### config.mk
export PLATFORM = sky130hd
export DESIGN_NAME = recepcao_serial_automatica_fd
export DESIGN_NICKNAME = d
export VERILOG_FILES = /design/src/rtl/smartcargo_pkg.sv /design/src/rtl/recepcao_serial_automatica_fd_rx.sv /design/src/rtl/recepcao_serial_automatica_fd.sv
export SDC_FILE = /design/constraint.sdc
export NUM_CORES = 1
export LEC_CHECK = 0
export CORE_MARGIN = 4
export CORE_UTILIZATION = 40
export DETAILED_ROUTE_END_ITERATION = 8
export GPL_TIMING_DRIVEN = 0
export HOLD_SLACK_MARGIN = 0.1
export PLACE_DENSITY = 0.64
export SETUP_SLACK_MARGIN = 0.5
export SKIP_LAST_GASP = 1
export SYNTH_ARGS = -nofsm -noshare
export SYNTH_HDL_FRONTEND = slang
export SYNTH_SLANG_ARGS = --single-unit
### constraint.sdc
create_clock -name clock -period 4 [get_ports clock]
set_input_delay 1 -clock clock [delete_from_list [all_inputs] [get_ports clock]]
set_output_delay 1 -clock clock [all_outputs]
set_load 0.03 [all_outputs]
### src/rtl/smartcargo_pkg.sv
// Shared types and constants for the SmartCargo serial receive path.
package smartcargo_pkg;

  localparam int unsigned FRAME_DATA_BITS = 7;
  localparam logic [2:0]  CONTEUDO_PREFIX = 3'b111;

  typedef enum logic [2:0] {
    IDLE   = 3'd0,
    START  = 3'd1,
    DATA   = 3'd2,
    PARITY = 3'd3,
    STOP   = 3'd4,
    DONE   = 3'd5
  } frame_state_t;

endpackage

### src/rtl/recepcao_serial_automatica_fd_rx.sv
// 7O1 deserialiser: RX synchroniser, bit timer and frame FSM.
// Reports the captured data with parity/stop status for one cycle per frame.
module rx_serial_7O1
  import smartcargo_pkg::*;
#(
  parameter int unsigned CLKS_PER_BIT = 434
) (
  input  logic                       clock,
  input  logic                       reset,
  input  logic                       RX,
  output logic [FRAME_DATA_BITS-1:0] dados,
  output logic                       recebido,
  output logic                       paridade_ok,
  output logic                       stop_ok
);

  localparam int unsigned CNT_W = $clog2(CLKS_PER_BIT);
  localparam int unsigned HALF  = CLKS_PER_BIT / 2;

  frame_state_t               state, state_nx;
  logic                       rx_meta, rx_sync, rx_prev;
  logic [CNT_W-1:0]           cnt;
  logic [2:0]                 bit_idx;
  logic [FRAME_DATA_BITS-1:0] shift;
  logic                       par_bit;
  logic                       fall_c, tick_c;

  // Synchroniser and edge-detect history; idle level is high so no false edge out of reset.
  always_ff @(posedge clock or negedge reset) begin
    if (!reset) begin
      rx_meta <= 1'b1;
      rx_sync <= 1'b1;
      rx_prev <= 1'b1;
    end else begin
      rx_meta <= RX;
      rx_sync <= rx_meta;
      rx_prev <= rx_sync;
    end
  end

  always_ff @(posedge clock or negedge reset) begin
    if (!reset) state <= IDLE;
    else        state <= state_nx;
  end

  // Edge-based arming also covers a bad stop bit: the line must return high first.
  always_comb begin
    state_nx = state;
    fall_c   = rx_prev & ~rx_sync;
    tick_c   = (state == START) ? (cnt == CNT_W'(HALF - 1))
                                : (cnt == CNT_W'(CLKS_PER_BIT - 1));
    case (state)
      IDLE:    if (fall_c) state_nx = START;
      START:   if (tick_c) state_nx = rx_sync ? IDLE : DATA;
      DATA:    if (tick_c && bit_idx == 3'(FRAME_DATA_BITS - 1)) state_nx = PARITY;
      PARITY:  if (tick_c) state_nx = STOP;
      STOP:    if (tick_c) state_nx = DONE;
      DONE:    state_nx = fall_c ? START : IDLE;
      default: state_nx = IDLE;
    endcase
  end

  // Bit timer, shift register and frame result registers.
  always_ff @(posedge clock or negedge reset) begin
    if (!reset) begin
      cnt         <= '0;
      bit_idx     <= '0;
      shift       <= '0;
      par_bit     <= 1'b0;
      dados       <= '0;
      recebido    <= 1'b0;
      paridade_ok <= 1'b0;
      stop_ok     <= 1'b0;
    end else begin
      recebido <= 1'b0;
      if (state == IDLE || state_nx != state || tick_c) cnt <= '0;
      else                                              cnt <= cnt + CNT_W'(1);

      if (state == START)              bit_idx <= '0;
      else if (state == DATA && tick_c) bit_idx <= bit_idx + 3'd1;

      if (state == DATA && tick_c)   shift   <= {rx_sync, shift[FRAME_DATA_BITS-1:1]};
      if (state == PARITY && tick_c) par_bit <= rx_sync;

      if (state == STOP && tick_c) begin
        dados       <= shift;
        paridade_ok <= ^{shift, par_bit};
        stop_ok     <= rx_sync;
        recebido    <= 1'b1;
      end
    end
  end

endmodule

### src/rtl/recepcao_serial_automatica_fd.sv
// Receive side of the elevator serial link: classifies 7O1 frames into fila/conteudo RAM writes.
// Build option: RX_PARITY_CHECK_EN enforces odd parity; otherwise parity is ignored.
module recepcao_serial_automatica_fd
  import smartcargo_pkg::*;
#(
  parameter int unsigned CLKS_PER_BIT = 434,
  parameter int unsigned N_FILA       = 15,
  parameter int unsigned N_CONTEUDO   = 7
) (
  input  logic       clock,
  input  logic       reset,
  input  logic       RX,
  input  logic       zera_enderecos,
  output logic [5:0] dados_fila_elevador,
  output logic [3:0] addr_fila_elevador,
  output logic       we_fila_elevador,
  output logic [3:0] dados_conteudo_elevador,
  output logic [3:0] addr_conteudo_elevador,
  output logic       we_conteudo_elevador,
  output logic       fim_recepcao_fila,
  output logic       fim_recepcao_conteudo,
  output logic       erro_paridade,
  output logic       erro_formato
);

  logic [FRAME_DATA_BITS-1:0] dados;
  logic                       recebido, paridade_ok, stop_ok;
  logic                       is_fila_c, is_cont_c, par_err_c, frame_ok_c;
  logic                       wr_fila_c, wr_cont_c, fmt_err_c;
  logic [3:0]                 cnt_fila_nx, cnt_cont_nx;

  rx_serial_7O1 #(
    .CLKS_PER_BIT(CLKS_PER_BIT)
  ) u_rx (
    .clock      (clock),
    .reset      (reset),
    .RX         (RX),
    .dados      (dados),
    .recebido   (recebido),
    .paridade_ok(paridade_ok),
    .stop_ok    (stop_ok)
  );

`ifdef RX_PARITY_CHECK_EN
  assign par_err_c = ~paridade_ok;
`else
  logic paridade_unused;
  assign paridade_unused = paridade_ok;
  assign par_err_c       = 1'b0;
`endif

  // The address outputs are the counters: during a strobe they still hold the pre-increment value.
  always_comb begin
    is_fila_c  = ~dados[6];
    is_cont_c  = (dados[6:4] == CONTEUDO_PREFIX);
    frame_ok_c = recebido & stop_ok & ~par_err_c;
    wr_fila_c  = frame_ok_c & is_fila_c & ~fim_recepcao_fila;
    wr_cont_c  = frame_ok_c & is_cont_c & ~fim_recepcao_conteudo;
    fmt_err_c  = recebido & (~stop_ok | (~is_fila_c & ~is_cont_c));

    cnt_fila_nx = addr_fila_elevador;
    if (zera_enderecos)        cnt_fila_nx = '0;
    else if (we_fila_elevador) cnt_fila_nx = addr_fila_elevador + 4'd1;

    cnt_cont_nx = addr_conteudo_elevador;
    if (zera_enderecos)            cnt_cont_nx = '0;
    else if (we_conteudo_elevador) cnt_cont_nx = addr_conteudo_elevador + 4'd1;
  end

  always_ff @(posedge clock or negedge reset) begin
    if (!reset) begin
      dados_fila_elevador     <= '0;
      addr_fila_elevador      <= '0;
      we_fila_elevador        <= 1'b0;
      dados_conteudo_elevador <= '0;
      addr_conteudo_elevador  <= '0;
      we_conteudo_elevador    <= 1'b0;
      fim_recepcao_fila       <= 1'b0;
      fim_recepcao_conteudo   <= 1'b0;
      erro_paridade           <= 1'b0;
      erro_formato            <= 1'b0;
    end else begin
      we_fila_elevador       <= wr_fila_c;
      we_conteudo_elevador   <= wr_cont_c;
      erro_paridade          <= recebido & stop_ok & par_err_c;
      erro_formato           <= fmt_err_c;
      addr_fila_elevador     <= cnt_fila_nx;
      addr_conteudo_elevador <= cnt_cont_nx;
      fim_recepcao_fila      <= (cnt_fila_nx == 4'(N_FILA));
      fim_recepcao_conteudo  <= (cnt_cont_nx == 4'(N_CONTEUDO));
      if (wr_fila_c) dados_fila_elevador     <= dados[5:0];
      if (wr_cont_c) dados_conteudo_elevador <= dados[3:0];
    end
  end

endmodule
==> results.cfg <==
[run_status]
outcome = completed

[critical_path]
slowest_delay_ns = 0.71
cp_cell_sequence = clkdlybuf4s50_1
endpoint_kind = primary output
criticalPathCategory = reg2out
cp_num_buf_inv = 1
path_max_fanout = 5
worstPathArrival_ns = 1.50
critical_path.top_delay_family = buffers and inverters
crit_slowest_cell = clkdlybuf4s50_1
cp-start-kind = register
required_ns = 3.00

[clocking]
cts_resized = 0
cts_sinks = 57
cts_tree = done
worstSkewPairLatency_ns = 0.33
numCtsBuffers = 9
hold_buffers = 0
root_buffer = clkbuf_8
cts_setup_buffers = 0
h-tree-depth = 3
cts_buffer_depth = 2
cts.clk_slew.worst_paths_ns = 0.07

[placement]
port_buffers = 25
hpwl_um = 2860
place_congestion = 0.821
dp.cells = 294

[power]
ir_drop_v = 0.000301
p_leak_nw = 1.42
power.density_nw_per_um2 = 459

[synth]
synth_area_leader_cell = dfrtp_1
yosys_warnings = 0
synth.distinct_cells = 42
syn_area_um2 = 2460
syn_inst = 193
ys.flop_type = dfrtp_1
syn_area_per_cell_um2 = 12.7
yosysSeqAreaShare = 0.582
ys_seq_elements = 57
synthArstFlopShare = 1.00
ys_top_cells_by_area = dfrtp_1, mux2_2, xor2_1
syn-num-nets = 202
synth_edf_count = 0
yosys.area.top_type_share = 0.550

[layout]
diodes = 0
fill_cells = 532
mostFrequentLayoutCell = dfrtp_1
drive_above_1_share = 0.238
finalNetCount = 239
regArea_um2 = 1430
multi_input_area_um2 = 977
fin_cells = 310
final_util = 0.515
area_growth_pct = 24.9
final_cell_mix = dfrtp_1, mux2_2, clkdlybuf4s50_1

[detailed_routing]
viasPerCell = 5.05
ant_nets = 0
drc = 0
dr.pass1.iters = 5
wire_per_inst_um = 13.6
wl_um = 4220
vias = 1565
drt_iter0_markers = 57

[floorplan]
io_pins = 28
core_um2 = 5960
die_x_um = 86.4
dieArea_um2 = 7460
start_util = 0.413
die_h_um = 86.4
rows = 28

[timing]
timing.slew.headroom = 0.543
fin_crit_sh = 0.624
fin_setup_tns_ns = 0
tightest_slew_ns = 0.684
rsz0062_at_grt = no
hold_violations = 0
fin_worst_skew_ns = 0.00459
finalCriticalPeriod_ns = 2.50
setup_violations = 0
fmax_mhz = 400
slew_violations = 0

[hold_path]
hold_path_class = reg2reg

[global_routing]
grt_pass1_vias = 1490
grt_max_degree = 41
track_usage = 0.129
antenna_found_initial = 0
grt-ovfl-total = 0
grt_first_pass_wirelength_um = 7370

[run]
max-cap-violations = 0
## power by group
part / switching, mW / internal, mW
Clock: 0.240 / 0.433
Combinational: 0.0532 / 0.0385
Sequential: 0.0388 / 0.605
Total: 0.332 / 1.08
## worst paths after layout
check | startpoint | endpoint | slack, ns | cells past startpoint
min in group asynchronous | reset | dados_fila_elevador[1] | 0.59 | 1
max | we_conteudo_elevador | we_conteudo_elevador | 1.50 | 1
max reg2reg | u_rx.state[0] | u_rx.cnt[4] | 2.10 | 5
max in group asynchronous | reset | u_rx.rx_prev | 2.80 | 2
min reg2reg | u_rx.rx_meta | u_rx.rx_sync | 0.36 | 0
min | u_rx.rx_meta | u_rx.rx_sync | 0.36 | 0
## cell usage after synthesis, types with 3 or more instances
cell type	count
dfstp_2	3
nor2_1	18
clkbuf_1	3
xor2_1	11
nand2_1	13
mux2_2	25
xnor2_1	3
nand4_1	8
and4_1	3
ha_1	5
dfrtp_1	54
nand3_1	7
## registers in the layout, summed over array words and instances (netlist names), 3 cells and up
name                     count
u_rx.dados                   7
u_rx.bit_idx                 3
u_rx.cnt                     9
u_rx.state                   3
addr_fila_elevador           4
dados_conteudo_elevador      4
dados_fila_elevador          6
u_rx.shift                   7
addr_conteudo_elevador       4
## metal layers
metal  wire length (µm)  share of wire  global-route usage
met1               2010           0.48               0.172
met2               1910           0.45               0.182
met3                197          0.047              0.0456
met4                106          0.025              0.0722
met5                  0              0                   0
## stage by stage
step | hold WS (ns) | total power [mW] | worst slack, ns | area (µm²)
after floorplan | 0.345 | 0.709 | 2.36 | 2460
after global placement | 0.347 | 0.743 | 0.153 | 2800
after detailed placement | 0.347 | 0.747 | 1.86 | 2820
after CTS | 0.357 | 1.43 | 1.47 | 3070
after global routing | 0.371 | 1.48 | 1.44 | 3070
final | 0.358 | 1.41 | 1.50 | 3070
## final cells by class
type / instances / area share
Multi-Input combinational cell: 127 / 0.318
Clock buffer: 10 / 0.0448
Tap cell: 75 / 0.0306
Inverter: 2 / 0.00245
Timing Repair Buffer: 26 / 0.0864
Clock inverter: 6 / 0.0375
Buffer: 7 / 0.0139
Sequential cell: 57 / 0.466
## kinds of logic after synthesis
kind of cell | after synthesis | synth area share
simple gates | 69 | 0.164
flops | 57 | 0.582
mux | 27 | 0.123
xor+xnor | 14 | 0.0499
compound gates | 11 | 0.0336
buf+inv | 9 | 0.0204
fa+ha+maj | 5 | 0.0255
other cells | 1 | 0.00153
Power figures use the tool's default switching activity.
